--- config.mk ---
export PLATFORM = sky130hd
export DESIGN_NAME = instruction_fetch_unit
export DESIGN_NICKNAME = d
export VERILOG_FILES = /design/src/rtl/instruction_fetch_unit_pkg.sv /design/src/rtl/instruction_fetch_unit_timeout_counter.sv /design/src/rtl/instruction_fetch_unit.sv
export SDC_FILE = /design/constraint.sdc
export NUM_CORES = 1
export LEC_CHECK = 0
export BUFFER_PORTS_ARGS = -buffer_cell sky130_fd_sc_hd__buf_2
export CAP_MARGIN = 20
export CORE_ASPECT_RATIO = 1.25
export CORE_MARGIN = 5
export CORE_UTILIZATION = 51
export CTS_BUF_LIST = sky130_fd_sc_hd__clkbuf_16
export DETAILED_ROUTE_END_ITERATION = 6
export PLACE_DENSITY = 0.91
export SLEW_MARGIN = 20
export SYNTH_ARGS = -nofsm -noshare
export SYNTH_HDL_FRONTEND = slang
export SYNTH_SLANG_ARGS = --single-unit
--- constraint.sdc ---
create_clock -name clock -period 2.8 [get_ports clock]
set_input_delay 0.14 -clock clock [delete_from_list [all_inputs] [get_ports clock]]
set_output_delay 0.14 -clock clock [all_outputs]
set_load 0.02 [all_outputs]
--- src/rtl/instruction_fetch_unit_pkg.sv ---
// instruction_fetch_unit_pkg: fetch FSM state encodings and fault-cause codes.
package instruction_fetch_unit_pkg;
    typedef enum logic [1:0] {
        IDLE  = 2'd0,
        REQ   = 2'd1,
        VALID = 2'd2,
        FAULT = 2'd3
    } fetch_state_e;
    localparam logic [1:0] FC_NONE     = 2'b00;
    localparam logic [1:0] FC_MISALIGN = 2'b01;
    localparam logic [1:0] FC_BUSERR   = 2'b10;
    localparam logic [1:0] FC_TIMEOUT  = 2'b11;
endpackage

--- src/rtl/instruction_fetch_unit_timeout_counter.sv ---
// fetch_timeout_counter: counts unacknowledged request cycles; expired on the last allowed one.
module fetch_timeout_counter #(
    parameter int TIMEOUT_CYCLES = 16
) (
    input  logic clock,
    input  logic reset,
    input  logic clear,
    input  logic enable,
    output logic expired
);
    localparam int W = $clog2(TIMEOUT_CYCLES);
    logic [W-1:0] cnt_q;
    assign expired = cnt_q == W'(TIMEOUT_CYCLES - 1);
    always_ff @(posedge clock) begin
        if (reset || clear) cnt_q <= '0;
        else if (enable && !expired) cnt_q <= cnt_q + 1'b1;
    end
endmodule

--- src/rtl/instruction_fetch_unit.sv ---
// instruction_fetch_unit: single-outstanding instruction fetch into IR with sticky
// misalign / bus-error / timeout fault reporting.
module instruction_fetch_unit
    import instruction_fetch_unit_pkg::*;
#(
    parameter int          TIMEOUT_CYCLES = 16,
    parameter logic [31:0] IR_RESET       = 32'h00000000
) (
    input  logic        clock,
    input  logic        reset,
    input  logic [31:0] pc,
    input  logic        advance,
    input  logic        flush,
    output logic        imem_req,
    output logic [31:0] imem_addr,
    input  logic        imem_ack,
    input  logic [31:0] imem_rdata,
    input  logic        imem_err,
    output logic [31:0] ir,
    output logic        ir_valid,
    output logic        fetch_busy,
    output logic        fault,
    output logic [1:0]  fault_cause,
    output logic [31:0] fault_addr,
    output logic [31:0] fetch_count
);
    fetch_state_e state_q;
    logic        imem_req_q, ir_valid_q, fault_q, drop_q, expired;
    logic [31:0] imem_addr_q, ir_q, fault_addr_q, fetch_count_q;
    logic [1:0]  fault_cause_q;

    fetch_timeout_counter #(.TIMEOUT_CYCLES(TIMEOUT_CYCLES)) u_timeout (
        .clock  (clock),
        .reset  (reset),
        .clear  (state_q != REQ),
        .enable (state_q == REQ && !imem_ack),
        .expired(expired)
    );

    assign imem_req    = imem_req_q;
    assign imem_addr   = imem_addr_q;
    assign ir          = ir_q;
    assign ir_valid    = ir_valid_q;
    assign fault       = fault_q;
    assign fault_cause = fault_cause_q;
    assign fault_addr  = fault_addr_q;
    assign fetch_count = fetch_count_q;
    assign fetch_busy  = state_q == IDLE || state_q == REQ;

    always_ff @(posedge clock) begin
        if (reset) begin
            state_q       <= IDLE;
            imem_req_q    <= 1'b0;
            imem_addr_q   <= '0;
            ir_q          <= IR_RESET;
            ir_valid_q    <= 1'b0;
            fault_q       <= 1'b0;
            fault_cause_q <= FC_NONE;
            fault_addr_q  <= '0;
            fetch_count_q <= '0;
            drop_q        <= 1'b0;
        end else begin
            case (state_q)
                IDLE: if (!flush) begin
                    if (pc[1:0] != 2'b00) begin
                        state_q       <= FAULT;
                        fault_q       <= 1'b1;
                        fault_cause_q <= FC_MISALIGN;
                        fault_addr_q  <= pc;
                        ir_q          <= IR_RESET;
                    end else begin
                        state_q     <= REQ;
                        imem_req_q  <= 1'b1;
                        imem_addr_q <= pc;
                    end
                end
                REQ: if (imem_ack) begin
                    imem_req_q <= 1'b0;
                    drop_q     <= 1'b0;
                    // A flushed request still has to be acked; its result is discarded.
                    if (drop_q || flush) begin
                        state_q <= IDLE;
                    end else if (imem_err) begin
                        state_q       <= FAULT;
                        fault_q       <= 1'b1;
                        fault_cause_q <= FC_BUSERR;
                        fault_addr_q  <= imem_addr_q;
                        ir_q          <= IR_RESET;
                    end else begin
                        state_q       <= VALID;
                        ir_q          <= imem_rdata;
                        ir_valid_q    <= 1'b1;
                        fetch_count_q <= fetch_count_q + 32'd1;
                    end
                end else if (expired) begin
                    state_q       <= FAULT;
                    imem_req_q    <= 1'b0;
                    drop_q        <= 1'b0;
                    fault_q       <= 1'b1;
                    fault_cause_q <= FC_TIMEOUT;
                    fault_addr_q  <= imem_addr_q;
                    ir_q          <= IR_RESET;
                end else if (flush) begin
                    drop_q <= 1'b1;
                end
                VALID: if (flush || advance) begin
                    state_q    <= IDLE;
                    ir_valid_q <= 1'b0;
                end
                FAULT: if (flush) begin
                    state_q       <= IDLE;
                    fault_q       <= 1'b0;
                    fault_cause_q <= FC_NONE;
                end
            endcase
        end
    end
endmodule

==> results of run 1 <==
[timing repair]
action	4_1_cts	5_1_grt
hold endpoints to repair	60	0
resized for setup	0	0
setup endpoints to repair	0	0
hold buffers	60	0
[worst register-to-register path: cells and delay by family, from the launching register on]
kind	cells	cell delay, ns
flip-flops	1	0.57
AND/OR/NAND/NOR	3	0.85
multiplexers	1	0.36
buffers and inverters	1	0.28
[power by group]
group	switching, W	internal (W)
Sequential	0.0000550	0.00207
Clock	0.000928	0.00151
Combinational	0.000436	0.000353
Total	0.00142	0.00393
[sequential cells by signal, indices dropped and copies added, names as in the netlist]
signal / cells
fault: 1
state_q: 2
drop_q: 1
fault_addr: 32
imem_addr: 32
u_timeout.cnt_q: 4
ir: 32
ir_valid: 1
fault_cause: 2
fetch_count: 32
imem_req: 1
[area by class of cell]
class                      instances  area, sq um  share of cell area
antenna                            1        2.502           0.0002878
clock buffer                      17        425.4             0.04892
clock inverter                    15        209.0             0.02403
inverter                           7        26.28            0.003022
multi-input combinational        513         3271              0.3761
sequential                       140         2803              0.3223
tap                              164        205.2             0.02360
timing repair buffer             276         1754              0.2017
[cells in the mapped netlist (all sizes together)]
library cell | n | share of area
xor2 | 6 | 0.0083
nor3b | 2 | 0.0024
nor2b | 35 | 0.035
nand2b | 34 | 0.034
a211oi | 1 | 0.0012
o21ba | 1 | 0.0016
mux2i | 66 | 0.10
buf | 18 | 0.013
o21ai | 12 | 0.0095
nor2 | 46 | 0.027
or3 | 7 | 0.0069
a221oi | 1 | 0.0014
and3 | 5 | 0.0050
o21a | 1 | 0.0012
xnor2 | 2 | 0.0028
mux2 | 33 | 0.059
nand4 | 9 | 0.0089
o22ai | 2 | 0.0020
nor4 | 3 | 0.0030
a21oi | 61 | 0.048
ha | 2 | 0.0040
dfxtp | 140 | 0.44
or4 | 21 | 0.025
clkbuf | 35 | 0.021
and4 | 6 | 0.0083
nor3 | 9 | 0.0079
o211a | 2 | 0.0032
and2 | 2 | 0.0020
nand3 | 13 | 0.010
a31oi | 2 | 0.0020
o31ai | 20 | 0.024
inv | 7 | 0.0042
nand2 | 108 | 0.064
nor4b | 1 | 0.0038
[cells in the final DEF, fill, tap and decap left out, types with 3 or more instances in the layout]
master,synthesis,routed
buf_2,11,202
dfxtp_1,140,140
nand2_1,108,108
mux2i_1,66,66
a21oi_1,61,61
dlygate4sd3_1,0,60
nor2_1,46,46
nor2b_1,35,35
nand2b_1,34,33
mux2_2,33,33
or4_1,21,21
o31ai_1,20,20
clkbuf_16,0,17
nand3_1,13,13
o21ai_0,12,12
buf_4,1,11
nand4_1,9,9
inv_1,7,7
or3_1,7,7
nor3_1,8,6
and4_1,6,6
xor2_1,6,6
and3_1,5,5
inv_6,0,5
bufinv_16,0,4
nor3_2,1,3
nor4_1,3,3
buf_12,0,3
[path summary, 6_finish.rpt]
path | start | end | slack [ns] | depth (start not counted)
max | state_q[1]$_SDFFE_PP0P_ | fault_addr[31]$_SDFFE_PP0P_ | 0.63 | 5
min | imem_rdata[26] | ir[26]$_SDFFE_PP0P_ | 0.04 | 3
max reg2reg | state_q[1]$_SDFFE_PP0P_ | fault_addr[31]$_SDFFE_PP0P_ | 0.63 | 5
min reg2reg | imem_addr[22]$_SDFFE_PP0P_ | imem_addr[22]$_SDFFE_PP0P_ | 0.47 | 2
[stage by stage]
stage	setup WS [ns]	hold slack [ns]	power, W
final	0.6291	0.04303	0.005352
after CTS	0.6520	0.004144	0.005332
after global placement	0.7013	0.3894	0.002844
after floorplan	0.6648	0.2760	0.002628
after detailed placement	0.6586	0.3949	0.002856
after global routing	0.5133	0.03677	0.005519
[metal layers]
| layer | part of all wire | global-route usage |
|---|---|---|
| met3 | 0.089 | 0.08618 |
| met5 | 0.0014 | 0 |
| met4 | 0.061 | 0.1823 |
| met1 | 0.36 | 0.2924 |
| met2 | 0.48 | 0.4555 |
[kinds of logic (layout without fill, tap and decap cells)]
logic type,Yosys count,after routing,share of synthesized area
XOR/XNOR,8,8,0.01112
multiplexers,99,99,0.1638
buffers and inverters,60,315,0.03851
AND/OR/NAND/NOR,301,301,0.2437
adder cells (fa/ha/maj),2,2,0.003969
other,0,1,0
flip-flops,140,140,0.4446
AO/OA/AOI/OAI,103,103,0.09428
==> impl_metrics.toml, run 1 <==
[run_status]
outcome = "finished, violations left"
violations = "design-rule violations"

[floorplanning]
ios = 204
fp-row-count = 45
core_area_sq_um = 12160
die-height_um = 134.3
die-area_sq_um = 14700
initial_core_util = 0.5183
dieWidth_um = 109.4

[synth]
avgSynthCellArea_sq_um = 8.841
yosysSeqAreaShare = 0.4446
netlist_instances = 713
synth_warnings = 0
synth-seq-cells = 140
synth_area_sq_um = 6304
synthDistinctLibCells = 37
synthesis.nets = 785

[sta]
finalCritPeriodShare = 0.7753
rsz0062_at_grt = "no"
fin_setup_tns_ns = 0
slew_violations = 0
final_hold_viol_count = 0
tightestPinTransition_ns = 0.5593
setup_viol = 0
maxSlewHeadroom = 0.6262
period_needed_ns = 2.171
finalClockSkew_ns = 0.01544
fmax_mhz = 460.6

[global_route]
antenna_found_initial = 2
grt_pass1_wl_um = 31750
first_global_vias = 6138
grt_overflow = 0
grt_max_degree = 75
grt_use_total = 0.2737

[route]
dr.pass1.iters = 7
drt_wl_total_um = 20670
via_per_inst = 5.669
vias = 6423
wire_per_inst_um = 18.24
ant_nets = 0
route.detailed.drc = 10
drt_iter0_markers = 493

[cts]
htreeDepth = 4
clock_sinks = 140
ctsLongestPathBuffers = 2
cts_buffers = 17
postCtsSetupRepairBufs = 0
worstSkewPairLatency_ns = 0.42
root_buffer = "clkbuf_16"
path_clk_slew_ns = 0.06
cts_tree = "built"

[cells_and_area]
syn_to_final_growth_pct = 37.95
final_core_util = 0.7150
design_area_sq_um = 8696
fill_cells = 818
fin_cells = 1133
drive_above_1_share = 0.2955
layout.nets = 1027

[setup_path]
start_kind = "flop"
critPathBufInv = 1
endpoint_kind = "flop"
cp_slowest_cell = "dfxtp_1"
path_max_fanout = 32
slowest_delay_ns = 0.57
criticalPathCategory = "reg2reg"
worstPathArrival_ns = 2.47
crit_family = "simple AND/OR/NAND/NOR gates"
cp.required_ns = 3.10
crit_chain = "nand2b_2, nor3_2, or4_1, buf_4, mux2_2"

[min_path]
hold_path_class = "in2reg"

[place]
port_buffers = 203
place_area_sq_um = 7458
gp_congestion = 0.8515
dp.cells = 1040
dp_hpwl_um = 11600

[run]
maxCapViolations = 0

[power]
vdd_drop_max_mv = 0.3563
power_density_nw_per_um2 = 615.5
p_leak_nw = 3.948
Note: power is estimated with default switching activity, not from simulation.
==> run 2, diff against run 1 <==
==> constraint.sdc (replaced) <==
create_clock -name clock -period 2.2 [get_ports clock]
set_input_delay 0.11 -clock clock [delete_from_list [all_inputs] [get_ports clock]]
set_output_delay 0.11 -clock clock [all_outputs]
set_load 0.02 [all_outputs]
==> impl_metrics.toml, run 2 (synthesis results as in run 1) <==
[run]
maxCapViolations = 0

[min_path]
hold_path_class = "in2reg"

[floorplanning]
initial_core_util = 0.5183
die-height_um = 134.3
core_area_sq_um = 12160
dieWidth_um = 109.4
ios = 204
fp-row-count = 45
die-area_sq_um = 14700

[cells_and_area]
drive_above_1_share = 0.3037
layout_common_cells = "buf_2 (202), dfxtp_1 (140), nand2_1 (108), mux2i_1 (66), a21oi_1 (61)"
fill_cells = 792
syn_to_final_growth_pct = 38.25
layout_commonest_cell = "buf_2"
layout.nets = 1037
design_area_sq_um = 8715

[run_status]
outcome = "finished, final reports clean"

[cts]
cts_resized = 0
worstSkewPairLatency_ns = 0.41
cts_buffers = 17
clock_sinks = 140
ctsLongestPathBuffers = 2
root_buffer = "clkbuf_16"
cts_tree = "built"
postCtsSetupRepairBufs = 0
htreeDepth = 4
holdBufCountCts = 60
path_clk_slew_ns = 0.07

[place]
dp_hpwl_um = 12360
gp_congestion = 0.8742
place_area_sq_um = 7533
port_buffers = 203

[sta]
tightestPinTransition_ns = 0.5628
maxSlewHeadroom = 0.6248
period_needed_ns = 2.092
fin_setup_tns_ns = 0
finalCritPeriodShare = 0.9510
finalClockSkew_ns = 0.01316
rsz0062_at_grt = "no"
fmax_mhz = 478.0
slew_violations = 0
setup_viol = 0
final_hold_viol_count = 0

[setup_path]
r2r_slack_ns = 0.11
cp_slowest_cell = "or4_1"
slowest_delay_ns = 0.56
cp.required_ns = 2.50
crit_family = "simple AND/OR/NAND/NOR gates"
path_max_fanout = 32
crit_chain = "ha_1, and3_1, nor3_2, or4_1, buf_12, mux2_2"
criticalPathCategory = "reg2reg"
start_kind = "flop"
worstPathArrival_ns = 2.39
endpoint_kind = "flop"
critPathBufInv = 1

[route]
drt_wl_total_um = 20360
dr.pass1.iters = 7
route.detailed.drc = 0
wire_per_inst_um = 17.81
ant_nets = 0
vias = 6369
drt_iter0_markers = 420
via_per_inst = 5.572

[global_route]
antenna_found_initial = 2
first_global_vias = 6235
grt_use_total = 0.2698
grt_pass1_wl_um = 31460
grt_overflow = 0
grt_max_degree = 62

[power]
p_leak_nw = 3.964
power_density_nw_per_um2 = 749.2
vdd_drop_max_mv = 0.4835
run 2: path summary, 6_finish.rpt:
| path | startpoint | end | depth (start not counted) |
|---|---|---|---|
| setup / recovery | u_timeout.cnt_q[0]$_SDFFE_PP0P_ | fault_addr[31]$_SDFFE_PP0P_ | 6 |
| hold / removal | imem_rdata[5] | ir[5]$_SDFFE_PP0P_ | 3 |
| setup reg to reg | u_timeout.cnt_q[0]$_SDFFE_PP0P_ | fault_addr[31]$_SDFFE_PP0P_ | 6 |
| hold reg to reg | imem_addr[20]$_SDFFE_PP0P_ | imem_addr[20]$_SDFFE_PP0P_ | 2 |
run 2: layer usage:
metal,up-vias,routed length (um),track usage
met3,79,1776,0.09292
met2,305,10020,0.4552
li1,2990,-,-
met1,2993,7506,0.2911
met5,-,13,0
met4,2,1041,0.1490
run 2: worst register-to-register path: stages, from the launching register on:
cell     delay (ns)
dfxtp_1        0.37
ha_1           0.20
and3_1         0.25
nor3_2         0.07
or4_1          0.56
buf_12         0.21
mux2_2         0.32
run 2: layout make-up:
class	instances	area [sq um]	share of cell area
diodes	1	2.502	0.0002871
clock buffers	17	425.4	0.04882
clock inverters	15	152.6	0.01752
inverters	7	26.28	0.003015
multi-input cells	513	3271	0.3753
flip-flops and latches	140	2803	0.3216
well taps	164	205.2	0.02355
repair buffers	286	1829	0.2099
run 2: stage by stage:
stage | instances | util | power, W | hold slack [ns] | worst slack, ns
after floorplan | 713 | - | 0.003345 | 0.2460 | 0.06481
after global placement | 1050 | 0.6194 | 0.003640 | 0.3592 | 0.2121
after detailed placement | 1050 | 0.6194 | 0.003658 | 0.3659 | 0.1428
after CTS | 1142 | 0.7164 | 0.006534 | 0.002978 | 0.1263
after global routing | 1142 | 0.7164 | 0.006742 | 0.03428 | 0.04540
final | 1143 | 0.7166 | 0.006529 | 0.02669 | 0.1079
run 2: power breakdown:
part | switching [W] | leakage, nW | internal [W]
sequential | 0.0000623 | 1.13 | 0.00263
combinational | 0.000560 | 2.56 | 0.000465
clock | 0.00121 | 0.272 | 0.00160
total | 0.00183 | 3.96 | 0.00470
